### src/rtl/mul_share_ctrl.sv
`default_nettype none
// ============================================================================
//  Module      : mul_share_ctrl
//  Description : Round-robin sequencer sharing one iterative multiplier among
//                NREQ requesters. Grants one request at a time, issues a start
//                pulse, waits for a fresh done, and returns the product tagged
//                with the requester id. A wait-cycle timeout produces an error
//                response when the multiplier never completes.
//  Revision    : 1.0 - initial release
// ============================================================================
module mul_share_ctrl #(
    parameter int INWIDTH  = 8,
    parameter int OUTWIDTH = 2 * INWIDTH,
    parameter int NREQ     = 4,
    parameter int TIMEOUT  = 64
) (
    input  logic                      clk,
    input  logic                      rst,
    input  logic [NREQ-1:0]           req_valid,
    output logic [NREQ-1:0]           req_ready,
    input  logic [NREQ*INWIDTH-1:0]   req_a,
    input  logic [NREQ*INWIDTH-1:0]   req_b,
    output logic                      rsp_valid,
    input  logic                      rsp_ready,
    output logic [$clog2(NREQ)-1:0]   rsp_id,
    output logic [OUTWIDTH-1:0]       rsp_y,
    output logic                      rsp_err,
    output logic                      mul_start,
    output logic [INWIDTH-1:0]        mul_a,
    output logic [INWIDTH-1:0]        mul_b,
    input  logic [OUTWIDTH-1:0]       mul_y,
    input  logic                      mul_ready,
    output logic                      busy
);

    localparam int C_IDW = $clog2(NREQ);
    // One extra bit so TIMEOUT-1 always fits regardless of TIMEOUT value
    localparam int C_CW  = $clog2(TIMEOUT + 1);
    localparam logic [C_CW-1:0]  C_TMO_LAST = C_CW'(TIMEOUT - 1);
    localparam logic [C_IDW-1:0] C_ID_LAST  = C_IDW'(NREQ - 1);

    typedef enum logic [1:0] {
        ST_IDLE  = 2'd0,
        ST_ISSUE = 2'd1,
        ST_WAIT  = 2'd2,
        ST_RESP  = 2'd3
    } state_t;

    state_t                state_q, state_d;
    logic [C_IDW-1:0]      ptr_q, ptr_d;
    logic [C_IDW-1:0]      id_q, id_d;
    logic [INWIDTH-1:0]    mul_a_q, mul_a_d;
    logic [INWIDTH-1:0]    mul_b_q, mul_b_d;
    logic [OUTWIDTH-1:0]   rsp_y_q, rsp_y_d;
    logic                  rsp_err_q, rsp_err_d;
    logic [C_CW-1:0]       cnt_q, cnt_d;
    logic                  seen_low_q, seen_low_d;

    logic                  grant_valid;
    logic [C_IDW-1:0]      grant_idx;
    logic                  hi_found;
    logic [C_IDW-1:0]      hi_idx;
    logic [C_IDW-1:0]      any_idx;
    logic [INWIDTH-1:0]    sel_a;
    logic [INWIDTH-1:0]    sel_b;
    logic [NREQ-1:0]       grant_onehot;

    // Circular priority search: lowest valid index at/after the pointer,
    // otherwise the lowest valid index overall (wrap-around).
    always_comb begin
        hi_found    = 1'b0;
        hi_idx      = '0;
        any_idx     = '0;
        grant_valid = 1'b0;
        for (int i = NREQ - 1; i >= 0; i--) begin
            if (req_valid[i]) begin
                grant_valid = 1'b1;
                any_idx     = C_IDW'(i);
                if (i >= int'(ptr_q)) begin
                    hi_found = 1'b1;
                    hi_idx   = C_IDW'(i);
                end
            end
        end
        grant_idx = hi_found ? hi_idx : any_idx;
    end

    // Operand mux and one-hot accept vector for the current winner
    always_comb begin
        sel_a        = '0;
        sel_b        = '0;
        grant_onehot = '0;
        for (int i = 0; i < NREQ; i++) begin
            if (grant_idx == C_IDW'(i)) begin
                sel_a           = req_a[i*INWIDTH +: INWIDTH];
                sel_b           = req_b[i*INWIDTH +: INWIDTH];
                grant_onehot[i] = grant_valid;
            end
        end
    end

    // Sequencer next-state logic: accept, issue, wait for fresh done, respond
    always_comb begin
        state_d    = state_q;
        ptr_d      = ptr_q;
        id_d       = id_q;
        mul_a_d    = mul_a_q;
        mul_b_d    = mul_b_q;
        rsp_y_d    = rsp_y_q;
        rsp_err_d  = rsp_err_q;
        cnt_d      = cnt_q;
        seen_low_d = seen_low_q;
        case (state_q)
            ST_IDLE: begin
                if (grant_valid) begin
                    mul_a_d = sel_a;
                    mul_b_d = sel_b;
                    id_d    = grant_idx;
                    state_d = ST_ISSUE;
                end
            end
            ST_ISSUE: begin
                seen_low_d = 1'b0;
                cnt_d      = '0;
                state_d    = ST_WAIT;
            end
            ST_WAIT: begin
                cnt_d = cnt_q + C_CW'(1);
                if (!mul_ready) begin
                    seen_low_d = 1'b1;
                end
                // A ready level only counts once it has been seen low in this
                // op, so a done held over from the previous op is ignored.
                if (mul_ready && seen_low_q) begin
                    rsp_y_d   = mul_y;
                    rsp_err_d = 1'b0;
                    state_d   = ST_RESP;
                end else if (cnt_q == C_TMO_LAST) begin
                    rsp_y_d   = '0;
                    rsp_err_d = 1'b1;
                    state_d   = ST_RESP;
                end
            end
            ST_RESP: begin
                if (rsp_ready) begin
                    ptr_d   = (id_q == C_ID_LAST) ? '0 : id_q + C_IDW'(1);
                    state_d = ST_IDLE;
                end
            end
            default: begin
                state_d = ST_IDLE;
            end
        endcase
    end

    // State and datapath registers; reset aborts any operation in flight
    always_ff @(posedge clk or posedge rst) begin
        if (rst) begin
            state_q    <= ST_IDLE;
            ptr_q      <= '0;
            id_q       <= '0;
            mul_a_q    <= '0;
            mul_b_q    <= '0;
            rsp_y_q    <= '0;
            rsp_err_q  <= 1'b0;
            cnt_q      <= '0;
            seen_low_q <= 1'b0;
        end else begin
            state_q    <= state_d;
            ptr_q      <= ptr_d;
            id_q       <= id_d;
            mul_a_q    <= mul_a_d;
            mul_b_q    <= mul_b_d;
            rsp_y_q    <= rsp_y_d;
            rsp_err_q  <= rsp_err_d;
            cnt_q      <= cnt_d;
            seen_low_q <= seen_low_d;
        end
    end

    // Accept is only offered in IDLE and is forced low while reset is held
    assign req_ready = (state_q == ST_IDLE && !rst) ? grant_onehot : '0;
    assign mul_start = (state_q == ST_ISSUE);
    assign rsp_valid = (state_q == ST_RESP);
    assign busy      = (state_q != ST_IDLE);
    assign rsp_id    = id_q;
    assign rsp_y     = rsp_y_q;
    assign rsp_err   = rsp_err_q;
    assign mul_a     = mul_a_q;
    assign mul_b     = mul_b_q;

endmodule
`default_nettype wire
### config.mk
export PLATFORM = sky130hd
export DESIGN_NAME = mul_share_ctrl
export DESIGN_NICKNAME = d
export VERILOG_FILES = /design/src/rtl/mul_share_ctrl.sv
export SDC_FILE = /design/constraint.sdc
export NUM_CORES = 1
export LEC_CHECK = 0
export ABC_AREA = 1
export BUFFER_PORTS_ARGS = -buffer_cell sky130_fd_sc_hd__buf_2
export CAP_MARGIN = 30
export CORE_MARGIN = 3
export CORE_UTILIZATION = 30
export CTS_CLUSTER_DIAMETER = 60
export CTS_CLUSTER_SIZE = 20
export DETAILED_ROUTE_END_ITERATION = 10
export GPL_ROUTABILITY_DRIVEN = 0
export PLACE_DENSITY_LB_ADDON = 0.08
export SYNTH_ARGS = -nofsm -noshare
export SYNTH_HDL_FRONTEND = slang
export SYNTH_SLANG_ARGS = --single-unit
export TNS_END_PERCENT = 5
### constraint.sdc
create_clock -name clk -period 3 [get_ports clk]
set_input_delay 0.6 -clock clk [delete_from_list [all_inputs] [get_ports clk]]
set_output_delay 0.6 -clock clk [all_outputs]
set_load 0.01 [all_outputs]
## Yosys cells after proc, flatten, opt, wreduce, memory -nomap -nowiden

Cells that the tools add are included.

| word-level totals | value |
|---|---|
| register bits after elaboration | 47 |
| bits in latches | 0 |
| bits in writable memories | 0 |
| ROM bits | 0 |
| input bits | 88 |
| output and inout port bits | 42 |
| word-level logic and storage cells | 86 |
| memories kept | 0 |

| operators by class | value |
|---|---|
| add/subtract/negate cells | 2 |
| $mul | 0 |
| divide/modulo/power cells | 0 |
| magnitude comparators | 3 |
| equality and inequality tests | 12 |
| shifts and indexed selects | 0 |
| multiplexer cells | 47 |
| bitwise operators | 0 |
| reduce and logical (&&, ||, !) cells | 13 |

Operator list:

| kind | number |
|---|---|
| two-way mux 8 bit | 8 |
| two-way mux 16 bit | 2 |
| two-way mux 2 bit | 16 |
| two-way mux 1 bit | 17 |
| case mux 7 bit (2 select lines) | 1 |
| equality test 2 bit, second input constant | 5 |
| case mux 2 bit (4 select lines) | 1 |
| AND reduction 2 bit | 4 |
| adder 7 x 1 -> 7 bit, second input constant | 1 |
| equality test 7 x 6 -> 1 bit, second input constant | 1 |
| nonzero test 2 bit | 3 |
| equality test 2 x 1 -> 1 bit, second input constant | 2 |
| greater-or-equal comparator 1 x 2 -> 1 bit, first input constant | 2 |
| logical NOT 2 bit | 2 |
| two-way mux 4 bit | 1 |
| != test 2 bit, second input constant | 2 |
| != test 3 bit, second input constant | 1 |
| AND reduction 3 bit | 1 |
| adder 2 x 1 -> 2 bit, second input constant | 1 |
| greater-or-equal comparator 2 bit, first input constant | 1 |
| logical AND 1 bit | 2 |
| != test 2 x 1 -> 1 bit, second input constant | 1 |
| case mux 1 bit (2 select lines) | 1 |
| logical NOT 1 bit | 1 |

## Logic depth before layout (Yosys ltp)

| depth | value |
|---|---|
| depth after elaboration | 13 |
| depth in mapped cells | 12 |
| mapped depth without buffers | 11 |

## Worst setup path after synthesis

No wires, ideal clock.

| timing path | value |
|---|---|
| kind | in2out |
| start point | in rst |
| end point | out req_ready[0] |
| data arrival time | 2.118 ns |
| data required time | 2.400 ns |
| setup slack | 0.282 ns |
| cell stages on the path | 3 |
| path buffers | 0 |
| cell sequence | inv_1 -> nand2_1 -> nor3_1 |

| on the way | value |
|---|---|
| longest elaborated chain between the ends | 3 |

Ends and longest elaborated chain:

| what | line | RTL |
|---|---|---|
| start, declared | 18 | `input logic rst,` |
| logical NOT 1 bit | 182 | `assign req_ready = (state_q == ST_IDLE && !rst) ? grant_onehot : '0;` |
| logical AND 1 bit | 182 |  |
| two-way mux 4 bit | 182 |  |
| end, declared | 20 | `output logic [NREQ-1:0] req_ready,` |

Every way passes these cells.

## Worst setup path after layout

| timing path | value |
|---|---|
| start point | in req_valid[1] |
| end point | out req_ready[3] |

| on the way | value |
|---|---|
| longest elaborated chain between the ends | 7 |
| elaborated cells between the ends (all ways) | 14 |
| those cells by class | 1 x eq/ne; 13 x mux |

Ends and longest elaborated chain:

| what | line | RTL |
|---|---|---|
| start, declared | 19 | `input logic [NREQ-1:0] req_valid,` |
| two-way mux 2 bit or two-way mux 1 bit (tied branches) | 76 | `if (req_valid[i]) begin` |
| two-way mux 2 bit or two-way mux 1 bit (tied branches) | 79 | `if (i >= int'(ptr_q)) begin` |
| two-way mux 2 bit or two-way mux 1 bit (tied branches) | 76 |  |
| two-way mux 2 bit | 85 | `grant_idx = hi_found ? hi_idx : any_idx;` |
| equality test 2 bit | 94 | `if (grant_idx == C_IDW'(i)) begin` |
| two-way mux 1 bit (*) | 94 |  |
| two-way mux 4 bit (*) | 182 |  |

Every way passes the cells marked *; elsewhere a longest branch is shown, timed or not.

==> metrics.md <==
| Metric | Value |
|---|---|
| Status | `completed` |
| Max VDD drop | `approximately 0.00035 V` |
| Most common library cell in the layout ignoring fill and taps | `buf_2` |
| Area of placed instances | `0.003352 sq mm` |
| Die X | `slightly below 100 um` |
| Unique masters post-synth | `30` |
| Number of flops mapped to enable cells by yosys | `0` |
| Worst-path maximum fanout | `15` |
| Final period util | `about 83%` |
| Ys Warns | `0` |
| Vias | `around 2700` |
| N_diodes | `0` |
| Seq cells post-synth | `47` |
| CP arrival | `approximately 1.9 ns` |
| Area of the multi-input gates | `around 0.0012 sq mm` |
| DR WL/cell | `13.40 um` |
| Dpl ws | `0.5025 ns` |
| IO Pins | `130` |
| Synth top area cells | `dfrtp_1, nand2_1, nand3_1` |
| R2R Setup Slk | `~0.84 ns` |
| Layout cell share with drive strength beyond 1 | `32.69%` |
| Initial drt markers | `79` |
| H-tree levels | `2` |
| Final nets | `around 560` |
| Leak | `1.973 nW` |
| Final setup viols | `0` |
| Total congestion overflow | `0` |
| Starting Density | `between 30% and 40%` |
| CTS Hold Bufs | `0` |
| Synthesized instance count | `roughly 340` |
| TritonCTS buffer count | `5` |
| Root Driver | `clkbuf_8` |
| Setup CP Type | `input port to primary output` |
| Unrepaired setup endpoints after global routing | `no` |
| Pin count of the biggest net entering global routing | `31` |
| Fin. max-slew vios | `0` |
| Max capacitance violation total | `0` |
| Post-cts repair resize count | `0` |
| Fillers | `just under 900` |
| Die Span Y | `just under 100 um` |
| Clk pin slew, worst setup/hold paths | `0.09 ns` |
| Avg Vias per Cell | `about 4.7` |
| Vias in the first global route | `around 2500` |
| Core area | `0.008341 sq mm` |
| Area Growth Syn to Fin | `32.21%` |
| Port bufs | `roughly 130` |
| Initial antenna violation count | `0` |
| Drt pass-1 iters | `5` |
| Post-Syn Nets | `roughly 430` |
| Slew @ Worst Pin | `about 0.53 ns` |
| Fin crit period | `2.498 ns` |
| Clk buf depth | `2` |
| FF+latch area | `0.001176 sq mm` |
| Final setup margin | `about 0.50 ns` |
| Drt drc | `0` |
| Fin Hold WS | `around 0.31 ns` |
| FFs w/ async S/R, synth | `100.0%` |
| Tot GR Track Use | `between 10% and 20%` |
| DP Wirelength | `5898 um` |
| Register area share after synthesis | `about 45%` |
| Die ar. | `between 0.009 and 0.01 sq mm` |
| Clock skew | `around 0.0032 ns` |
| Core Util, Final | `41.37%` |
| Syn avg cell area | `about 7.8 sq um` |
| Sum Neg Setup Slack | `0 ns` |
| Fmax | `400.4 MHz` |
| Worst hold path type | `input port to async pin` |
| Post-synth top area cell | `dfrtp_1` |
| Site Rows | `33` |
| Antenna viol nets, final | `0` |
| Area share of the leading cell type in the synthesized netlist | `roughly 45%` |
| Post-Route WL | `7637 um` |
| CTS tree | `yes` |
| Most used DFF post-synth | `dfrtp_1` |
| CTS Sinks | `47` |
| CP Capture Type | `primary output` |
| Post-route cell area | `0.003451 sq mm` |
| Startpoint Class | `input port` |
| Clk_lat worst skew | `about 0.30 ns` |
| Global-route wire length before repair | `12230 um` |
| Hold Violations, Final | `0` |
| Crit path required time | `approximately 2.4 ns` |
| PD cells | `between 900 and 1000 mW/mm^2` |
| Post-CTS setup repair buffer count | `0` |
| Post-synthesis cell area | `0.002610 sq mm` |
| Most frequent cells in the layout | `buf_2, nand2_1, dfrtp_1, inv_1, nand3_1` |
| Max_slew headroom | `around 64%` |
==> per-stage QoR <==
stage                     power [mW]  cells
after floorplan                2.188    336
after global placement         2.751    562
after detailed placement       2.767    562
after CTS                      3.194    570
after global routing           3.457    570
final                          3.137    570
==> critical path, cell delays in order <==
cell,delay [ns]
buf_2,0.10
inv_1,0.06
nor2_1,0.05
a21oi_2,0.14
nand2_1,0.24
inv_2,0.27
nand2_4,0.16
nor2_1,0.12
buf_2,0.14
==> flip-flops by register name, indices dropped and copies added (netlist names) <==
register / count
rsp_y: 16
mul_a: 8
mul_b: 8
cnt_q: 7
ptr_q: 2
rsp_id: 2
state_q: 2
rsp_err: 1
seen_low_q: 1
==> cell type report <==
type / instances / share of cell area, %
Clock inverter: 2 / 0.4714
Tap cell: 105 / 3.807
Sequential cell: 47 / 34.08
Timing Repair Buffer: 135 / 20.01
Clock buffer: 6 / 2.393
Inverter: 40 / 4.351
Multi-Input combinational cell: 235 / 34.88
==> metal layers <==
layer	part of all wire, %	GRT usage, %	wire length, um	vias to the layer above
li1	-	-	-	1356
met1	46	21.31	3538	1228
met2	46	24.69	3522	73
met3	6.2	3.576	470	9
met4	1.4	4.517	106	0
met5	0	0	0	-
==> synthesized netlist by cell type, types with 2 or more instances <==
library cell / n
buf_2: 7
o21ai_0: 21
o21ai_1: 10
dfrtp_1: 47
o21a_1: 2
clkbuf_1: 3
inv_1: 38
ha_1: 7
nor2_1: 19
a21oi_1: 9
nand2_4: 2
nor3_1: 6
nand4_1: 5
buf_4: 3
nand3_1: 33
nand2_1: 95
a22o_1: 16
==> cells by family (layout without fill, tap and decap cells) <==
group | Yosys count | after routing | share of synthesized area, %
simple gates | 163 | 163 | 26.99
compound gates | 64 | 64 | 15.34
buf+inv | 54 | 183 | 8.820
flops | 47 | 47 | 45.06
fa+ha+maj | 7 | 7 | 3.356
mux | 1 | 1 | 0.4314
==> path summary, 6_finish.rpt <==
path                              startpoint           end  cells after the start
max in group asynchronous                rst      cnt_q[4]                      3
worst max register to register    state_q[0]     rsp_id[1]                      7
min in group clk                    mul_b[2]      mul_b[2]                      2
worst min register to register      mul_b[2]      mul_b[2]                      2
worst min-delay path                     rst    state_q[0]                      2
worst max-delay path            req_valid[1]  req_ready[3]                      9
==> power by group <==
group / switching [mW] / internal, mW
Sequential: 0.162 / 0.902
Combinational: 1.02 / 0.641
Clock: 0.223 / 0.188
Total: 1.41 / 1.73
(Power assumes the default switching activity.)
